==> src/rtl/trap_redirect_if.sv <==
// Interface between the trap/return redirect controller and its neighbours.
// Carries the execute-stage instruction, the CSR unit's mtvec/mepc, the
// flush/busy pipeline controls, the fetch redirect handshake and the event
// counters.
//   master : pipeline side (drives execute instruction, CSR values, ready)
//   slave  : trap_redirect (drives flush, busy, redirect, counters)
interface trap_redirect_if #(
    parameter int CNT_W = 32
);
    logic              valid_i;
    logic [31:0]       pc;
    logic [31:0]       ir;
    logic [31:0]       mtvec;
    logic [31:0]       mepc;
    logic              flush;
    logic              busy;
    logic              redirect_valid;
    logic [31:0]       redirect_pc;
    logic              redirect_ready;
    logic [CNT_W-1:0]  trap_cnt;
    logic [CNT_W-1:0]  mret_cnt;

    modport master (
        output valid_i, pc, ir, mtvec, mepc, redirect_ready,
        input  flush, busy, redirect_valid, redirect_pc, trap_cnt, mret_cnt
    );

    modport slave (
        input  valid_i, pc, ir, mtvec, mepc, redirect_ready,
        output flush, busy, redirect_valid, redirect_pc, trap_cnt, mret_cnt
    );
endinterface

==> src/rtl/trap_redirect.sv <==
// Next-PC redirect controller for ECALL/EBREAK (to mtvec) and MRET (to mepc),
// plus the boot redirect after reset.
// Ports:
//   clk    : system clock, all state on posedge
//   rst_n  : asynchronous active-low reset
//   bus    : trap_redirect_if.slave (execute instruction, CSR values,
//            flush/busy, redirect handshake, trap/mret counters)
//
// state      | meaning
// -----------+------------------------------------------------------------
// BOOT_REQ   | offering BOOT to fetch after reset, pipeline flushed
// IDLE       | watching execute for ECALL/EBREAK/MRET
// DRAIN      | flushing younger stages, counting down FLUSH_CYCLES
// REDIRECT   | offering the sampled target until fetch accepts it
module trap_redirect #(
    parameter logic [31:0] BOOT         = 32'h0000_0000,
    parameter int          FLUSH_CYCLES = 2,
    parameter int          CNT_W        = 32
) (
    input  logic            clk,
    input  logic            rst_n,
    trap_redirect_if.slave  bus
);
    localparam int DW = (FLUSH_CYCLES > 1) ? $clog2(FLUSH_CYCLES) : 1;
    localparam logic [DW-1:0] DRAIN_INIT = DW'((FLUSH_CYCLES > 0) ? FLUSH_CYCLES - 1 : 0);
    localparam logic [31:0]   BOOT_PC    = BOOT & ~32'h3;

    typedef enum logic [1:0] {
        S_BOOT_REQ,
        S_IDLE,
        S_DRAIN,
        S_REDIRECT
    } state_t;

    state_t            r_state;
    state_t            w_next_state;
    logic [DW-1:0]     r_drain_cnt;
    logic [31:0]       r_target;
    logic              r_kind_ret;
    logic              r_out_en;
    logic [CNT_W-1:0]  r_trap_cnt;
    logic [CNT_W-1:0]  r_mret_cnt;

    logic              w_sys;
    logic              w_trap;
    logic              w_ret;
    logic              w_offer;
    logic              w_hs;

    // funct3==0 SYSTEM only; ir[21] separates MRET from ECALL/EBREAK
    assign w_sys  = bus.valid_i && (bus.ir[1:0] == 2'b11) && (bus.ir[6:2] == 5'b11100)
                    && (bus.ir[14:12] == 3'b000);
    assign w_trap = w_sys && !bus.ir[21];
    assign w_ret  = w_sys && bus.ir[21];

    // r_out_en keeps redirect_valid low while reset is asserted even though
    // the state register already sits in BOOT_REQ.
    assign w_offer = (r_state == S_BOOT_REQ) || (r_state == S_REDIRECT);
    assign w_hs    = bus.redirect_valid && bus.redirect_ready;

    assign bus.redirect_valid = r_out_en && w_offer;
    assign bus.redirect_pc    = r_target;
    assign bus.flush          = (r_state != S_IDLE);
    assign bus.busy           = (r_state != S_IDLE);
    assign bus.trap_cnt       = r_trap_cnt;
    assign bus.mret_cnt       = r_mret_cnt;

    always_comb begin
        w_next_state = r_state;
        case (r_state)
            S_BOOT_REQ: if (w_hs) w_next_state = S_IDLE;
            S_IDLE: begin
                if (w_trap || w_ret)
                    w_next_state = (FLUSH_CYCLES == 0) ? S_REDIRECT : S_DRAIN;
            end
            S_DRAIN:    if (r_drain_cnt == '0) w_next_state = S_REDIRECT;
            S_REDIRECT: if (w_hs) w_next_state = S_IDLE;
            default:    w_next_state = S_BOOT_REQ;
        endcase
    end

    always_ff @(posedge clk or negedge rst_n) begin
        if (!rst_n) begin
            r_state     <= S_BOOT_REQ;
            r_drain_cnt <= '0;
            r_target    <= BOOT_PC;
            r_kind_ret  <= 1'b0;
            r_out_en    <= 1'b0;
            r_trap_cnt  <= '0;
            r_mret_cnt  <= '0;
        end else begin
            r_state  <= w_next_state;
            r_out_en <= 1'b1;
            case (r_state)
                S_IDLE: begin
                    // CSR values are captured here; later changes cannot
                    // disturb the in-flight redirect.
                    if (w_trap || w_ret) begin
                        r_target    <= (w_trap ? bus.mtvec : bus.mepc) & ~32'h3;
                        r_kind_ret  <= w_ret;
                        r_drain_cnt <= DRAIN_INIT;
                    end
                end
                S_DRAIN: begin
                    if (r_drain_cnt != '0) r_drain_cnt <= r_drain_cnt - 1'b1;
                end
                S_REDIRECT: begin
                    if (w_hs) begin
                        if (r_kind_ret) r_mret_cnt <= r_mret_cnt + CNT_W'(1);
                        else            r_trap_cnt <= r_trap_cnt + CNT_W'(1);
                    end
                end
                default: ;
            endcase
        end
    end
endmodule

==> src/flat_wrapper.sv <==
// flat-port wrapper written by rule: the top's interface ports become plain ports
module trap_redirect_flat 
#(
    parameter logic [31:0] BOOT         = 32'h0000_0000,
    parameter int          FLUSH_CYCLES = 2,
    parameter int          CNT_W        = 32
)
  (clk, rst_n, bus_valid_i, bus_pc, bus_ir, bus_mtvec, bus_mepc, bus_redirect_ready, bus_flush, bus_busy, bus_redirect_valid, bus_redirect_pc, bus_trap_cnt, bus_mret_cnt);
  trap_redirect_if #(.CNT_W(CNT_W)) bus_i ();
  input  logic clk;
  input  logic rst_n;
  input wire logic [$bits(bus_i.valid_i)-1:0] bus_valid_i;
  input wire logic [$bits(bus_i.pc)-1:0] bus_pc;
  input wire logic [$bits(bus_i.ir)-1:0] bus_ir;
  input wire logic [$bits(bus_i.mtvec)-1:0] bus_mtvec;
  input wire logic [$bits(bus_i.mepc)-1:0] bus_mepc;
  input wire logic [$bits(bus_i.redirect_ready)-1:0] bus_redirect_ready;
  output wire logic [$bits(bus_i.flush)-1:0] bus_flush;
  output wire logic [$bits(bus_i.busy)-1:0] bus_busy;
  output wire logic [$bits(bus_i.redirect_valid)-1:0] bus_redirect_valid;
  output wire logic [$bits(bus_i.redirect_pc)-1:0] bus_redirect_pc;
  output wire logic [$bits(bus_i.trap_cnt)-1:0] bus_trap_cnt;
  output wire logic [$bits(bus_i.mret_cnt)-1:0] bus_mret_cnt;
  assign bus_i.valid_i = bus_valid_i;
  assign bus_i.pc = bus_pc;
  assign bus_i.ir = bus_ir;
  assign bus_i.mtvec = bus_mtvec;
  assign bus_i.mepc = bus_mepc;
  assign bus_i.redirect_ready = bus_redirect_ready;
  assign bus_flush = bus_i.flush;
  assign bus_busy = bus_i.busy;
  assign bus_redirect_valid = bus_i.redirect_valid;
  assign bus_redirect_pc = bus_i.redirect_pc;
  assign bus_trap_cnt = bus_i.trap_cnt;
  assign bus_mret_cnt = bus_i.mret_cnt;
  trap_redirect #(.BOOT(BOOT), .FLUSH_CYCLES(FLUSH_CYCLES), .CNT_W(CNT_W)) u_core (.clk(clk), .rst_n(rst_n), .bus(bus_i));
endmodule
==> config.mk <==
export PLATFORM = sky130hd
export DESIGN_NAME = trap_redirect_flat
export DESIGN_NICKNAME = d
export VERILOG_FILES = /design/src/rtl/trap_redirect_if.sv /design/src/rtl/trap_redirect.sv /design/src/flat_wrapper.sv
export SDC_FILE = /design/constraint.sdc
export NUM_CORES = 1
export LEC_CHECK = 0
export CAP_MARGIN = 5
export CELL_PAD_IN_SITES_DETAIL_PLACEMENT = 0
export CELL_PAD_IN_SITES_GLOBAL_PLACEMENT = 1
export CORE_ASPECT_RATIO = 1.75
export CORE_UTILIZATION = 50
export DETAILED_ROUTE_END_ITERATION = 12
export DONT_BUFFER_PORTS = 1
export PLACE_DENSITY = 0.88
export SETUP_SLACK_MARGIN = 0.3
export SLEW_MARGIN = 20
export SYNTH_ARGS = -nofsm -noshare
export SYNTH_HDL_FRONTEND = slang
export SYNTH_SLANG_ARGS = --single-unit
==> constraint.sdc <==
create_clock -name clk -period 5.3 [get_ports clk]
set_input_delay 0.795 -clock clk [delete_from_list [all_inputs] [get_ports clk]]
set_output_delay 0.795 -clock clk [all_outputs]
set_load 0.01 [all_outputs]
==> run_summary.xml <==
<?xml version="1.0" encoding="UTF-8"?>
<metrics>
  <group name="drt">
    <metric name="viasPerCell" unit="">6.03</metric>
    <metric name="drt_iter0_drc" unit="">95</metric>
    <metric name="routedWlPerCell" unit="um">17.8</metric>
    <metric name="total_number_of_vias" unit="">3498</metric>
    <metric name="detail_route.first_pass.iterations" unit="">4</metric>
    <metric name="antenna_left" unit="">0</metric>
    <metric name="count_of_unresolved_drc_violations_after_routing" unit="">0</metric>
    <metric name="totalWireLength" unit="um">10400</metric>
  </group>
  <group name="critical_path">
    <metric name="cp_data_arrival_time" unit="ps">2740</metric>
    <metric name="critical_path_cell_sequence" unit="">nand4b_1 -&gt; or4_2 -&gt; a2111oi_2 -&gt; a21o_1</metric>
    <metric name="timing.critical_path.max_delay_family" unit="">simple AND/OR/NAND/NOR gates</metric>
    <metric name="timing.critical_path.slowest_cell_delay" unit="ps">1060</metric>
    <metric name="end_kind" unit="">flip-flop</metric>
    <metric name="worst-path-buf-inv" unit="">0</metric>
    <metric name="critPathLaunchType" unit="">primary input</metric>
    <metric name="timing.setup.critical_path_class" unit="">in2reg</metric>
    <metric name="critPathMaxFanout" unit="">33</metric>
    <metric name="critPathSlowestCell" unit="">or4_2</metric>
    <metric name="data_required_time_at_the_worst_endpoint" unit="ps">5570</metric>
  </group>
  <group name="die">
    <metric name="dieWidth" unit="um">78.0</metric>
    <metric name="std_cell_rows" unit="">48</metric>
    <metric name="fp.dieArea" unit="sq um">10500</metric>
    <metric name="starting_density_of_the_core" unit="%">51.3</metric>
    <metric name="core_area" unit="sq um">9850</metric>
    <metric name="fp.dieH" unit="um">135</metric>
    <metric name="num_io_pins" unit="">231</metric>
  </group>
  <group name="timing">
    <metric name="worst_margin_pin_slew" unit="ps">1070</metric>
    <metric name="hold_ws" unit="ps">159</metric>
    <metric name="setup_violations" unit="">0</metric>
    <metric name="final.setup_skew" unit="ps">6.62</metric>
    <metric name="timing.final.max_slew_violations" unit="">0</metric>
    <metric name="fin_setup_tns" unit="ps">0</metric>
    <metric name="timing.max_slew.rel_slack" unit="%">28.3</metric>
    <metric name="report.final.hold_viol_count" unit="">0</metric>
    <metric name="period_share" unit="%">46.6</metric>
    <metric name="final_period_minus_worst_setup_slack" unit="ps">2470</metric>
    <metric name="rsz0062_at_grt" unit="">false</metric>
    <metric name="max_freq" unit="MHz">405</metric>
  </group>
  <group name="place">
    <metric name="gp_routability_congestion" unit="">0.775</metric>
    <metric name="dp.final_hpwl" unit="um">7340</metric>
    <metric name="place.port_buffers" unit="">0</metric>
  </group>
  <group name="global_routing">
    <metric name="overflow" unit="">0</metric>
    <metric name="global_route.usage.total" unit="%">20.3</metric>
    <metric name="via_count_of_the_first_global_routing_pass" unit="">3523</metric>
    <metric name="grt_antenna_before_repair" unit="">0</metric>
    <metric name="largest_net_degree_at_the_start_of_global_routing" unit="">100</metric>
    <metric name="grt_first_pass_wirelength" unit="um">16800</metric>
  </group>
  <group name="synth">
    <metric name="post_synth.cell_area_avg" unit="sq um">10.9</metric>
    <metric name="synth.yosys.seq_area_share" unit="%">49.0</metric>
    <metric name="netlist_area" unit="sq um">5050</metric>
    <metric name="synthesis.yosys.warnings" unit="">0</metric>
    <metric name="synth-seq-cells" unit="">99</metric>
    <metric name="asyncSetResetFlopFracSynth" unit="%">100</metric>
    <metric name="netlist_instances" unit="">464</metric>
    <metric name="synth_enable_flop_cells" unit="">0</metric>
    <metric name="yosys.cell_types.count" unit="">44</metric>
    <metric name="postSynth.topFlopCell" unit="">dfrtp_1</metric>
  </group>
  <group name="clocking">
    <metric name="numClockSinks" unit="">99</metric>
    <metric name="tritoncts" unit="">yes</metric>
    <metric name="clock-root-buffer" unit="">clkbuf_16</metric>
    <metric name="cts.repair.resized" unit="">0</metric>
    <metric name="clockBufferDepth" unit="">2</metric>
    <metric name="cts_inserted_buffers" unit="">9</metric>
    <metric name="clock_insertion_delay_worst_skew" unit="ps">330</metric>
    <metric name="clk_pin_slew" unit="ps">60</metric>
    <metric name="postCtsHoldBufs" unit="">0</metric>
    <metric name="cts.htree.levels" unit="">3</metric>
    <metric name="postCtsSetupBuffers" unit="">0</metric>
  </group>
  <group name="job">
    <metric name="cap_viol_max_count" unit="">0</metric>
  </group>
  <group name="power_and_ir_drop">
    <metric name="p_total" unit="uW">1700</metric>
    <metric name="power.density_cell_area" unit="nW/um^2">315</metric>
    <metric name="static-leakage-power" unit="uW">0.00255</metric>
    <metric name="vdd_drop_max" unit="mV">0.258</metric>
  </group>
  <group name="cells_and_area">
    <metric name="diodes" unit="">0</metric>
    <metric name="design.final.nets" unit="">590</metric>
    <metric name="utilization" unit="%">54.7</metric>
    <metric name="post_route_cells_drive_above_1_share" unit="%">11.2</metric>
    <metric name="syn_to_layout_area_delta" unit="%">6.66</metric>
  </group>
  <group name="hold_path">
    <metric name="hold_removal_path_class" unit="">in2async</metric>
  </group>
  <group name="outcome">
    <metric name="status" unit="">completed</metric>
  </group>
</metrics>
## stage by stage
step	std cells	setup slack, ps	instance area, sq um
2_1_floorplan	465	3090	5060
3_3_place_gp	567	2420	5070
3_5_place_dp	567	2330	5070
4_1_cts	580	2690	5390
5_1_grt	580	2560	5390
6_report	580	2830	5390
## where the power goes
group / internal, uW / switching, uW / total [uW]
logic: 53.4 / 116 / 169
registers: 779 / 38.3 / 817
clock network: 454 / 258 / 711
## path summary, 6_finish.rpt
check | cells past startpoint | from | slack, ps | end
max | 4 | bus_ir[2] | 2830 | u_core.bus.redirect_pc[25]$_DFFE_PN0P_
min | 0 | rst_n | 160 | u_core.bus.mret_cnt[13]$_DFFE_PN0P_
max reg2reg | 6 | u_core.r_state[0]$_DFFE_PN0P_ | 2850 | u_core.bus.trap_cnt[29]$_DFFE_PN0P_
min reg2reg | 1 | u_core.bus.mret_cnt[31]$_DFFE_PN0P_ | 540 | u_core.bus.mret_cnt[31]$_DFFE_PN0P_
max in group asynchronous | 0 | rst_n | 4970 | u_core.bus.redirect_pc[16]$_DFFE_PN0P_
min in group clk | 1 | u_core.bus.mret_cnt[31]$_DFFE_PN0P_ | 540 | u_core.bus.mret_cnt[31]$_DFFE_PN0P_
## kinds of logic (layout without fill, tap and decap cells)
group,count (synthesis),in the layout,synth area share (%)
AO/OA/AOI/OAI,68,68,13.8
AND/OR/NAND/NOR,162,162,18.2
adder cells (fa/ha/maj),5,5,1.24
other,2,3,0.149
multiplexers,5,5,1.06
flip-flops,99,99,49.0
XOR/XNOR,62,62,10.7
buffers and inverters,61,51,5.84
## synth_stat cells (all sizes together) (3+ instances only)
master / n / area share [%]
xnor2: 54 / 9.4
nor2: 39 / 2.9
nand2: 22 / 1.6
inv: 37 / 2.7
nand3: 25 / 2.6
a21o: 29 / 4.3
nor4: 5 / 1.0
mux2: 3 / 0.67
a2111oi: 29 / 8.2
ha: 5 / 1.2
and3: 8 / 0.99
xor2: 8 / 1.4
dfrtp: 99 / 49
clkbuf: 10 / 0.74
nand4b: 3 / 0.52
nand4: 33 / 4.1
and2: 6 / 0.74
and4: 4 / 0.69
nor3: 8 / 0.89
o21ai: 5 / 0.49
buf: 14 / 2.4
## layout make-up
class	count	area (sq um)
fill	877	4460
inverter	37	139
multi-input combinational	305	2290
tap	125	156
clock inverter	3	90.1
timing repair buffer	1	7.51
sequential	99	2480
clock buffer	10	229
## registers in the layout, summed over array words and instances (netlist names)
| name | count |
|---|---|
| u_core.bus.trap_cnt | 32 |
| u_core.bus.redirect_pc | 30 |
| u_core.r_out_en | 1 |
| u_core.bus.mret_cnt | 32 |
| u_core.r_state | 2 |
| u_core.r_kind_ret | 1 |
| u_core.r_drain_cnt | 1 |
## metal layers
layer / global-route usage (%) / vias to the layer above / wire length, um / part of all wire, %
met5: 0 / - / 0 / 0
met4: 7.41 / 0 / 124 / 1.2
met3: 6.69 / 7 / 858 / 8.3
met2: 35.3 / 145 / 5250 / 51
met1: 23.0 / 1740 / 4120 / 40
li1: - / 1606 / - / -
## layout by cell type (no fill, tap or decap), drive strengths merged, types with 6 or more instances in the layout
cell type,count
a2111oi,29
a21o,29
and2,6
and3,8
clkbuf,10
dfrtp,99
inv,36
nand2,22
nand3,25
nand4,33
nor2,39
nor3,8
xnor2,54
xor2,8
Note: power is estimated with default switching activity, not from simulation.
